**src/rtl/pulpino_mailbox_pkg.sv**
```systemverilog
// Shared register map, STATUS layout and address decode for the PULPino external mailbox.
package pulpino_mailbox_pkg;

    localparam logic [7:0] OFF_RXDATA   = 8'h00;
    localparam logic [7:0] OFF_STATUS   = 8'h04;
    localparam logic [7:0] OFF_TXDATA   = 8'h08;
    localparam logic [7:0] OFF_TXFLAGS  = 8'h0C;
    localparam logic [7:0] OFF_EXTFLAGS = 8'h10;
    localparam logic [7:0] OFF_IRQ_EN   = 8'h14;

    localparam int STATUS_EMPTY_BIT = 0;
    localparam int STATUS_FULL_BIT  = 1;
    localparam int STATUS_COUNT_LSB = 2;
    localparam int STATUS_COUNT_MSB = 7;
    localparam int STATUS_OVF_BIT   = 8;
    localparam int STATUS_COUNT_W   = STATUS_COUNT_MSB - STATUS_COUNT_LSB + 1;

    localparam int IRQ_EN_RX_BIT  = 0;
    localparam int IRQ_EN_OVF_BIT = 1;

    typedef enum logic [2:0] {
        SEL_RXDATA,
        SEL_STATUS,
        SEL_TXDATA,
        SEL_TXFLAGS,
        SEL_EXTFLAGS,
        SEL_IRQ_EN,
        SEL_NONE
    } reg_sel_e;

    // Address is zero-extended by the caller; any set bit above the offset byte is unmapped.
    function automatic reg_sel_e decode_offset(input logic [31:0] addr);
        reg_sel_e sel;
        sel = SEL_NONE;
        if (addr[31:8] == 24'h0) begin
            case (addr[7:0])
                OFF_RXDATA:   sel = SEL_RXDATA;
                OFF_STATUS:   sel = SEL_STATUS;
                OFF_TXDATA:   sel = SEL_TXDATA;
                OFF_TXFLAGS:  sel = SEL_TXFLAGS;
                OFF_EXTFLAGS: sel = SEL_EXTFLAGS;
                OFF_IRQ_EN:   sel = SEL_IRQ_EN;
                default:      sel = SEL_NONE;
            endcase
        end
        return sel;
    endfunction

    function automatic logic [31:0] status_word(
        input logic                      empty,
        input logic                      full,
        input logic [STATUS_COUNT_W-1:0] count,
        input logic                      overflow
    );
        logic [31:0] w;
        w = 32'h0;
        w[STATUS_EMPTY_BIT] = empty;
        w[STATUS_FULL_BIT]  = full;
        w[STATUS_COUNT_MSB:STATUS_COUNT_LSB] = count;
        w[STATUS_OVF_BIT]   = overflow;
        return w;
    endfunction

endpackage

```
**src/rtl/mailbox_fifo.sv**
```systemverilog
// Small RX FIFO with combinational head read; simultaneous push/pop is legal even when full.
module mailbox_fifo #(
    parameter int DEPTH = 4,
    parameter int WIDTH = 32,
    parameter int CNT_W = $clog2(DEPTH + 1)
) (
    input  logic             clk,
    input  logic             rst_n,
    input  logic             push,
    input  logic             pop,
    input  logic [WIDTH-1:0] wdata,
    output logic [WIDTH-1:0] rdata,
    output logic             full,
    output logic             empty,
    output logic [CNT_W-1:0] count
);

    localparam int PTR_W = $clog2(DEPTH);

    logic [WIDTH-1:0] mem [DEPTH];
    logic [PTR_W-1:0] wr_ptr;
    logic [PTR_W-1:0] rd_ptr;
    logic             do_push;
    logic             do_pop;

    assign empty = (count == CNT_W'(0));
    assign full  = (count == CNT_W'(DEPTH));
    assign rdata = mem[rd_ptr];

    // A push into a full FIFO only lands if the head is leaving in the same cycle.
    assign do_pop  = pop & ~empty;
    assign do_push = push & (~full | do_pop);

    always_ff @(posedge clk) begin
        if (do_push) begin
            mem[wr_ptr] <= wdata;
        end
    end

    always_ff @(posedge clk or negedge rst_n) begin
        if (!rst_n) begin
            wr_ptr <= '0;
            rd_ptr <= '0;
            count  <= '0;
        end else begin
            if (do_push) begin
                wr_ptr <= wr_ptr + PTR_W'(1);
            end
            if (do_pop) begin
                rd_ptr <= rd_ptr + PTR_W'(1);
            end
            case ({do_push, do_pop})
                2'b10:   count <= count + CNT_W'(1);
                2'b01:   count <= count - CNT_W'(1);
                default: count <= count;
            endcase
        end
    end

endmodule

```
**src/rtl/pulpino_ext_mailbox.sv**
```systemverilog
// Host <-> PULPino mailbox: synchronized host strobe pushes words into an RX FIFO,
// APB slave exposes RX/TX data, flags, status and a level interrupt.
module pulpino_ext_mailbox
    import pulpino_mailbox_pkg::*;
#(
    parameter int pFIFO_DEPTH     = 4,
    parameter int pAPB_ADDR_WIDTH = 12
) (
    input  logic                       crypto_clk,
    input  logic                       rst_n,
    input  logic [31:0]                usb_to_pulpino,
    input  logic                       usb_to_pulpino_read,
    input  logic [31:0]                ext_to_pulpino_flags,
    output logic [31:0]                pulpino_to_usb,
    output logic [31:0]                pulpino_to_ext_flags,
    input  logic [pAPB_ADDR_WIDTH-1:0] paddr,
    input  logic                       psel,
    input  logic                       penable,
    input  logic                       pwrite,
    input  logic [31:0]                pwdata,
    output logic [31:0]                prdata,
    output logic                       pready,
    output logic                       pslverr,
    output logic                       irq_o
);

    localparam int CNT_W = $clog2(pFIFO_DEPTH + 1);

    logic             usb_read_p0;
    logic             usb_read_p1;
    logic             usb_read_p2;
    logic             vld_p0;
    logic             vld_p1;
    logic             push_armed;
    logic             push_evt;
    logic [31:0]      ext_flags_p0;
    logic [31:0]      ext_flags_p1;

    logic [31:0]      tx_data;
    logic [31:0]      tx_flags;
    logic [1:0]       irq_en;
    logic             overflow;

    logic             fifo_pop;
    logic [31:0]      fifo_rdata;
    logic             fifo_full;
    logic             fifo_empty;
    logic [CNT_W-1:0] fifo_count;

    logic             access;
    logic             wr_access;
    logic [31:0]      addr_ext;
    reg_sel_e         sel;

    assign pready = 1'b1;

    // Stage p0/p1: two-flop synchronizers; vld_pN marks when p1 holds a genuinely sampled value.
    always_ff @(posedge crypto_clk or negedge rst_n) begin
        if (!rst_n) begin
            usb_read_p0  <= 1'b0;
            usb_read_p1  <= 1'b0;
            vld_p0       <= 1'b0;
            vld_p1       <= 1'b0;
            ext_flags_p0 <= '0;
            ext_flags_p1 <= '0;
        end else begin
            usb_read_p0  <= usb_to_pulpino_read;
            usb_read_p1  <= usb_read_p0;
            vld_p0       <= 1'b1;
            vld_p1       <= vld_p0;
            ext_flags_p0 <= ext_to_pulpino_flags;
            ext_flags_p1 <= ext_flags_p0;
        end
    end

    // Stage p2: edge detect, armed only once a real low has been observed after reset.
    always_ff @(posedge crypto_clk or negedge rst_n) begin
        if (!rst_n) begin
            usb_read_p2 <= 1'b0;
            push_armed  <= 1'b0;
        end else begin
            usb_read_p2 <= usb_read_p1;
            if (vld_p1 && !usb_read_p1) begin
                push_armed <= 1'b1;
            end
        end
    end

    assign push_evt = push_armed & usb_read_p1 & ~usb_read_p2;

    assign access    = psel & penable;
    assign wr_access = access & pwrite;
    assign addr_ext  = 32'(paddr);
    assign sel       = decode_offset(addr_ext);
    assign fifo_pop  = access & ~pwrite & (sel == SEL_RXDATA) & ~fifo_empty;

    mailbox_fifo #(
        .DEPTH (pFIFO_DEPTH),
        .WIDTH (32),
        .CNT_W (CNT_W)
    ) u_fifo (
        .clk   (crypto_clk),
        .rst_n (rst_n),
        .push  (push_evt),
        .pop   (fifo_pop),
        .wdata (usb_to_pulpino),
        .rdata (fifo_rdata),
        .full  (fifo_full),
        .empty (fifo_empty),
        .count (fifo_count)
    );

    always_comb begin
        prdata  = 32'h0;
        pslverr = 1'b0;
        if (access) begin
            case (sel)
                SEL_RXDATA: begin
                    if (pwrite || fifo_empty) begin
                        pslverr = 1'b1;
                    end else begin
                        prdata = fifo_rdata;
                    end
                end
                SEL_STATUS: begin
                    if (!pwrite) begin
                        prdata = status_word(fifo_empty, fifo_full,
                                             STATUS_COUNT_W'(fifo_count), overflow);
                    end
                end
                SEL_TXDATA:  prdata = pwrite ? 32'h0 : tx_data;
                SEL_TXFLAGS: prdata = pwrite ? 32'h0 : tx_flags;
                SEL_EXTFLAGS: begin
                    if (pwrite) begin
                        pslverr = 1'b1;
                    end else begin
                        prdata = ext_flags_p1;
                    end
                end
                SEL_IRQ_EN:  prdata = pwrite ? 32'h0 : {30'h0, irq_en};
                default:     pslverr = 1'b1;
            endcase
        end
    end

    always_ff @(posedge crypto_clk or negedge rst_n) begin
        if (!rst_n) begin
            tx_data  <= '0;
            tx_flags <= '0;
            irq_en   <= '0;
        end else if (wr_access) begin
            case (sel)
                SEL_TXDATA:  tx_data  <= pwdata;
                SEL_TXFLAGS: tx_flags <= pwdata;
                SEL_IRQ_EN:  irq_en   <= pwdata[1:0];
                default:     ;
            endcase
        end
    end

    // A new overflow in the same cycle as the W1C clear wins, so no event is lost.
    always_ff @(posedge crypto_clk or negedge rst_n) begin
        if (!rst_n) begin
            overflow <= 1'b0;
        end else if (push_evt && fifo_full && !fifo_pop) begin
            overflow <= 1'b1;
        end else if (wr_access && sel == SEL_STATUS && pwdata[STATUS_OVF_BIT]) begin
            overflow <= 1'b0;
        end
    end

    always_ff @(posedge crypto_clk or negedge rst_n) begin
        if (!rst_n) begin
            irq_o <= 1'b0;
        end else begin
            irq_o <= (irq_en[IRQ_EN_RX_BIT] & ~fifo_empty) |
                     (irq_en[IRQ_EN_OVF_BIT] & overflow);
        end
    end

    assign pulpino_to_usb       = tx_data;
    assign pulpino_to_ext_flags = tx_flags;

endmodule
```
**config.mk**
```make
export PLATFORM = sky130hd
export DESIGN_NAME = pulpino_ext_mailbox
export DESIGN_NICKNAME = d
export VERILOG_FILES = /design/src/rtl/pulpino_mailbox_pkg.sv /design/src/rtl/mailbox_fifo.sv /design/src/rtl/pulpino_ext_mailbox.sv
export SDC_FILE = /design/constraint.sdc
export NUM_CORES = 1
export LEC_CHECK = 0
export CAP_MARGIN = 20
export CORE_MARGIN = 2
export CORE_UTILIZATION = 30
export CTS_BUF_LIST = sky130_fd_sc_hd__clkbuf_16
export DETAILED_ROUTE_END_ITERATION = 8
export GPL_TIMING_DRIVEN = 0
export PLACE_DENSITY_LB_ADDON = 0.15
export SLEW_MARGIN = 40
export SYNTH_ARGS = -nofsm -noshare
export SYNTH_HDL_FRONTEND = slang
export SYNTH_SLANG_ARGS = --single-unit
```
**constraint.sdc**
```tcl
create_clock -name crypto_clk -period 2.2 [get_ports crypto_clk]
set_clock_uncertainty 0.05 [all_clocks]
set_input_delay 0.55 -clock crypto_clk [delete_from_list [all_inputs] [get_ports crypto_clk]]
set_output_delay 0.55 -clock crypto_clk [all_outputs]
set_load 0.02 [all_outputs]
```
* Word-level counts from Yosys, hierarchy flattened
Memories as Yosys holds them, arrays and structs flattened.
Index checks and enable logic that the tools add are counted.
** Word-level totals
- Memory bits (writable) :: 128
- Memories :: 1
- Word-level logic and storage cells :: 88
- Bits of input ports :: 114
- Output and inout port bits :: 99
- Register bits after elaboration :: 145
** Operators by class
- Bitwise logic cells :: 17
- Add/sub/neg operators :: 4
- Multiplexer cells :: 19
- Reduce and logical (&&, ||, !) cells :: 18
- Equal/unequal tests :: 13
** Memory list
- u_fifo.mem :: words 4, bits a word 32, read ports 1, clocked after memory_dff 0, write ports 1, RTL line mailbox_fifo.sv:20 : logic [WIDTH-1:0] mem [DEPTH];
** Operators by type and width (count)
- one-hot mux 32 bit (6 select lines) :: 1
- two-way mux 32 bit :: 5
- zero test 24 bit :: 1
- one-hot mux 3 bit (6 select lines) :: 1
- equality test 8 x 4 -> 1 bit (second input constant) :: 2
- equality test 8 x 5 -> 1 bit (second input constant) :: 2
- bitwise AND 1 bit :: 11
- equality test 3 bit (second input constant) :: 3
- two-way mux 9 bit :: 1
- equality test 8 x 3 -> 1 bit (second input constant) :: 1
- zero test 8 bit :: 1
- two-way mux 1 bit :: 7
- equality test 3 x 2 -> 1 bit (second input constant) :: 2
- zero test 3 bit :: 2
- one-hot mux 3 bit (2 select lines) :: 1
- AND reduction 2 bit :: 3
- logical AND 1 bit :: 5
- adder 2 x 1 -> 2 bit (second input constant) :: 2
- inverter 1 bit :: 4
- nonzero test 2 bit :: 2
- OR reduction 4 bit :: 1
- adder 3 x 1 -> 3 bit (second input constant) :: 1
- equality test 3 x 1 -> 1 bit (second input constant) :: 1
- two-way mux 3 bit :: 1
- other kinds (8) :: 10

* Depth between registers and ports, before layout
- Word-level depth :: 11
- Gate-level depth with buffers :: 9
- Gate-level depth less buffers :: 6

* By module
From an unflattened synthesis, not the netlist that was laid out.
** Second synthesis, totals
- Cell total of the unflattened synthesis :: 608
- Area total of the unflattened synthesis :: 10603.9 µm²
** By module, submodules not included
- pulpino_ext_mailbox :: sequential area each 3453.3 µm², area an instance 5562.8 µm², cells an instance 402, times used 1
- mailbox_fifo :: sequential area each 4018.9 µm², area an instance 5041.1 µm², cells an instance 206, times used 1

* Worst setup path before layout
Ideal clock, no wire load.
- Path kind :: input to register
- Start :: in paddr[3]
- End :: mem u_fifo.mem[0][0] (enable)
- Library setup time :: 0.392 ns
- Arrival time :: 2.386 ns
- Stages on the path :: 7
- Slack :: -0.628 ns
- Buffers on the path :: 2
- Data required time :: 1.758 ns
- Path through :: clkbuf_1 nor3_1 and2_1 buf_6 nand3_1 a21oi_2 and2_1
** Between the ends
- Longest elaborated chain between the ends :: 11
- Elaborated cells on any way between the ends :: 16
- Those cells by class :: eq/ne (5); mux (4); bitwise (5); reduce/logical (2)
** RTL lines
- from (decl) :: RTL line pulpino_ext_mailbox.sv:16 : input logic [pAPB_ADDR_WIDTH-1:0] paddr,
- equality test 8 x 5 -> 1 bit, or another cell as far along :: RTL line pulpino_mailbox_pkg.sv:36 : case (addr[7:0])
- one-hot mux 3 bit (6 select lines) * :: RTL line pulpino_mailbox_pkg.sv:36
- two-way mux 3 bit * :: RTL line pulpino_mailbox_pkg.sv:35 : if (addr[31:8] == 24'h0) begin
- zero test 3 bit * :: RTL line pulpino_ext_mailbox.sv:95 : assign fifo_pop = access & ~pwrite & (sel == SEL_RXDATA) & ~fifo_empty;
- bitwise AND 1 bit * (2 in series) :: RTL line pulpino_ext_mailbox.sv:95
- bitwise AND 1 bit * :: RTL line mailbox_fifo.sv:31 : assign do_pop = pop & ~empty;
- bitwise OR 1 bit * :: RTL line mailbox_fifo.sv:32 : assign do_push = push & (~full | do_pop);
- bitwise AND 1 bit * :: RTL line mailbox_fifo.sv:32
- two-way mux 1 bit * :: RTL line mailbox_fifo.sv:35 : if (do_push) begin
- two-way mux 1 bit (implied by the code) * :: RTL line mailbox_fifo.sv:36 : mem[wr_ptr] <= wdata;
- to (decl) :: RTL line mailbox_fifo.sv:20
Every way passes the cells marked *; elsewhere a longest branch is shown, timed or not.

* Worst setup path after layout
- Start :: reg u_fifo.count[0]
- End :: out prdata[18]
** Between the ends
- Longest elaborated chain between the ends :: 5
** RTL lines
- from (decl) :: RTL line mailbox_fifo.sv:15 : output logic [CNT_W-1:0] count
- from (signal assigned) :: RTL line mailbox_fifo.sv:53 : 2'b10: count <= count + CNT_W'(1);
- from (signal assigned) :: RTL line mailbox_fifo.sv:54 : 2'b01: count <= count - CNT_W'(1);
- from (signal assigned) :: RTL line mailbox_fifo.sv:55 : default: count <= count;
- zero test 3 bit :: RTL line mailbox_fifo.sv:26 : assign empty = (count == CNT_W'(0));
- logical OR 1 bit :: RTL line pulpino_ext_mailbox.sv:119 : if (pwrite || fifo_empty) begin
- two-way mux 32 bit :: RTL line pulpino_ext_mailbox.sv:119
- one-hot mux 32 bit (6 select lines) :: RTL line pulpino_ext_mailbox.sv:117 : case (sel)
- two-way mux 32 bit :: RTL line pulpino_ext_mailbox.sv:116 : if (access) begin
- to (decl) :: RTL line pulpino_ext_mailbox.sv:21 : output logic [31:0] prdata,
No other way between the ends.

==> flow_summary.rst <==
.. list-table::
   :header-rows: 1

   * - Metric
     - Value
   * - Run status
     - complete, but fails checks
   * - Violations in the final reports
     - setup timing
   * - Final-report max-slew violation count
     - 0
   * - Cell type with the highest aggregate area in the netlist
     - edfxtp_1
   * - Final worst path period need
     - 2923 ps
   * - Worst ir drop on vdd
     - 0.6383 mV
   * - Vias in the first global route
     - 7335
   * - Die Y
     - 193.4 um
   * - Number of detailed-routing iterations run before antenna repair
     - 4
   * - Routed wire per std cell
     - 22.28 um
   * - Cells after DPL
     - 1323
   * - Post-detailed-routing wire length
     - 31810 um
   * - Number of enable-type register cells in the synthesized netlist
     - 128
   * - Mean cell area of the mapped netlist
     - 16.56 um^2
   * - Cell with the most instances after synthesis
     - dfrtp_1
   * - Global-route wire length before repair
     - 47640 um
   * - GRT Total Usage
     - 17.00%
   * - Utilization of the core after routing
     - 44.91%
   * - Endpoints failing setup
     - 65
   * - Number of buffers on the longest clock path
     - 3
   * - Period Utilization, post-route
     - 132.9%
   * - Ratio of cells with drive above 1 in the final layout
     - 36.81%
   * - Final Hold Fails
     - 0
   * - Required time of the worst setup path
     - 1600 ps
   * - Dominant cell type by count on the critical path
     - and2_4
   * - Gate Count Post-Synth
     - 650
   * - Adder and majority gate portion of the synthesized area
     - 0.6510%
   * - Antenna violations before repair
     - 0
   * - Slack of the critical path
     - -722.8 ps
   * - Post-synthesis instance area
     - 10760 um^2
   * - Pwr Density
     - 756.5 nW/um^2
   * - Insertion delay to the later sink of the worst-skew pair
     - 570 ps
   * - Number of sinks driven by the clock tree
     - 273
   * - Std-Cell Rows
     - 69
   * - GR Util met1
     - 23.58%
   * - Total clock buffers created by CTS
     - 31
   * - Proportion of synthesized flip-flops having asynchronous set or reset
     - 53.11%
   * - Family with the most delay on the worst path
     - simple AND/OR/NAND/NOR gates
   * - CTS tree
     - done
   * - Largest net degree at the start of global routing
     - 62
   * - Worst Setup Start Kind
     - flop
   * - Final GP Congestion
     - 0.6942
   * - Compound-Gate Fraction of Synth Area
     - 5.127%
   * - Synth Area in XOR/XNOR
     - 0.2441%
   * - Commonest cells in the synthesized netlist
     - 145 x dfrtp_1, 128 x edfxtp_1, 62 x mux2_2, 37 x nor2_1, 35 x mux2i_1
   * - Grt total ovfl
     - 0
   * - Critical path type
     - flop to primary output
   * - Top cells by area in the synthesized netlist
     - edfxtp_1 36%, dfrtp_1 34%, mux4_2 6.7%
   * - Synth top area share
     - 35.71%
   * - Max_cap viols
     - 0
   * - Portion of netlist area occupied by mux cells
     - 17.07%
   * - Delay of the slowest cell on the worst path
     - 410 ps
   * - Die extent in x
     - 193.4 um
   * - Routing usage on met3
     - 3.539%
   * - Initial core utilization
     - 30.33%
   * - Classification of the worst-slack hold path
     - flop to flop
   * - Met2 usage in global routing
     - 27.76%
   * - Post-layout nets
     - 1061
   * - Main combinational cell family by area after synthesis
     - multiplexers
   * - Num ports
     - 213
   * - Antenna diode instance count
     - 0
   * - Area of the die
     - 37410 um^2
   * - Most used flip-flop cell after synthesis
     - dfrtp_1
   * - Setup repair after global routing missed its margin
     - true
   * - Growth of design area from synthesis to finish
     - 48.06%
   * - Unique cell type count in the Yosys netlist
     - 49
   * - Buffer type at the clock tree root
     - clkbuf_16
   * - Number of input and output port buffers inserted
     - 209
   * - #FFs+latches synth
     - 273
   * - Maximum level of the CTS H-tree
     - 1
   * - Number of warnings reported in the yosys synthesis log
     - 0
   * - Core box area
     - 35480 um^2
   * - Fraction of the mapped netlist area in simple logic gates
     - 5.092%
   * - Critical path cell sequence
     - or3_4 -> and2_4 -> and2_4 -> buf_12 -> a22oi_2 -> nor2_4 -> buf_6
   * - Drt initial violations
     - 318
   * - Average via count per standard cell
     - 4.688
   * - Timing-limited maximum frequency
     - 342.1 MHz
   * - Number of design rule violations left after detail routing
     - 0
   * - Static leakage
     - 6.730 nW
   * - Proportion of synthesized chip area in sequential cells
     - 69.43%
   * - Total power draw
     - 12.06 mW
   * - Kind of end point of the critical path
     - primary output
   * - Arrival time of the worst setup path
     - 2320 ps
   * - Detailed-route via count
     - 6694
   * - Clock slew at reported path FFs
     - 60 ps
   * - Layout Cells excl Fill
     - 1428
   * - Number of nets with antenna violations after detailed routing
     - 0
   * - Layer with the highest usage after global routing
     - met2
   * - Slowest library cell on the worst path
     - dfrtp_2
   * - Critical path fanouts, max
     - 8
   * - Placed wire-length estimate
     - 19720 um
   * - Number of buffers and inverters on the critical path
     - 2
-- cell families after synthesis --
kind of cell | after synthesis
xor+xnor | 3
fa+ha+maj | 5
compound gates | 82
buf+inv | 45
mux | 135
flops | 273
simple gates | 106
other cells | 1
-- repair_timing --
action | CTS | global route
gates cloned | 10 | 0
buffers inserted | 35 | 8
setup endpoints to repair | 236 | 160
resized for setup | 273 | 60
pin swaps | 45 | 39
endpoints found under the hold margin | 34 | 0
hold buffers | 1 | 0
-- worst reg2reg max path: cells and delay by family, from the launching register on --
| kind | cells | cell delay [ps] |
|---|---|---|
| AO/OA/AOI/OAI | 1 | 150 |
| buffers and inverters | 4 | 590 |
| flip-flops | 1 | 410 |
| AND/OR/NAND/NOR | 4 | 890 |
-- per-layer routing --
metal  share of wire [%]  wire, um
met5                   0         0
met1                  46     14600
met3                 4.6      1475
met4                 1.6       517
met2                  48     15220
-- placed cells by master, fill, tap and decap left out, types with 6 or more instances in the layout --
cell type,synthesis,final
dfrtp_1,145,144
edfxtp_1,128,128
clkdlybuf4s50_1,0,122
mux2_2,62,62
clkbuf_16,0,38
buf_6,7,37
mux2i_1,35,35
nor2_4,0,33
mux4_2,32,32
a22oi_2,4,32
dlymetal6s2s_1,0,31
nand2_1,31,30
buf_12,0,27
buf_4,1,27
o21ai_0,29,27
dlygate4sd2_1,0,22
inv_1,5,12
clkinv_2,0,12
clkbuf_4,0,10
and2_4,0,10
o22ai_1,6,6
mux2_1,6,6
-- flip-flops by register name, indices dropped and copies added (netlist names) --
register              flops
ext_flags_p0             32
ext_flags_p1             32
irq_en                    2
irq_o                     1
overflow                  1
pulpino_to_ext_flags     32
pulpino_to_usb           32
push_armed                1
u_fifo.count              3
u_fifo.mem              128
u_fifo.rd_ptr             2
u_fifo.wr_ptr             2
usb_read_p0               1
usb_read_p1               1
usb_read_p2               1
vld_p0                    1
vld_p1                    1
-- per-stage QoR --
step | setup TNS [ps] | worst slack [ps] | hold slack, ps | instance area (um^2)
2_1_floorplan | -8945 | -134.3 | 204.4 | 11280
3_3_place_gp | -1072390 | -5857 | 281.3 | 13950
3_5_place_dp | -227550 | -1750 | 284.7 | 14010
4_1_cts | -24870 | -848.7 | 296.1 | 15780
5_1_grt | -30650 | -773.7 | 305.0 | 15940
6_report | -26040 | -722.8 | 293.3 | 15940
-- worst paths after layout --
| path | startpoint | end | slack [ps] | cells after the start |
|---|---|---|---|---|
| setup reg to reg | u_fifo.count[0] | u_fifo.mem[0][16] | -140 | 9 |
| min in group asynchronous | rst_n | ext_flags_p1[10] | 410 | 2 |
| hold reg to reg | ext_flags_p0[20] | ext_flags_p1[20] | 290 | 0 |
| max in group asynchronous | rst_n | pulpino_to_usb[25] | 1050 | 3 |
| hold / removal | ext_flags_p0[20] | ext_flags_p1[20] | 290 | 0 |
| setup / recovery | u_fifo.count[0] | prdata[18] | -720 | 7 |
-- power by group --
group	switching [mW]	leakage, nW	internal, mW	total, mW
combinational	0.731	3.21	0.721	1.45
sequential	0.0873	3.00	5.70	5.79
clock	2.06	0.514	2.76	4.81
total	2.88	6.73	9.18	12.1
-- final cells by class --
| type | count | area (um^2) |
|---|---|---|
| buffer | 37 | 451.7 |
| clock buffer | 34 | 850.8 |
| clock inverter | 24 | 110.1 |
| fill | 3203 | 19550 |
| inverter | 5 | 18.77 |
| multi-input combinational | 337 | 3593 |
| sequential | 273 | 7473 |
| tap | 461 | 576.8 |
| timing repair buffer | 257 | 2860 |
(Power assumes the default switching activity.)
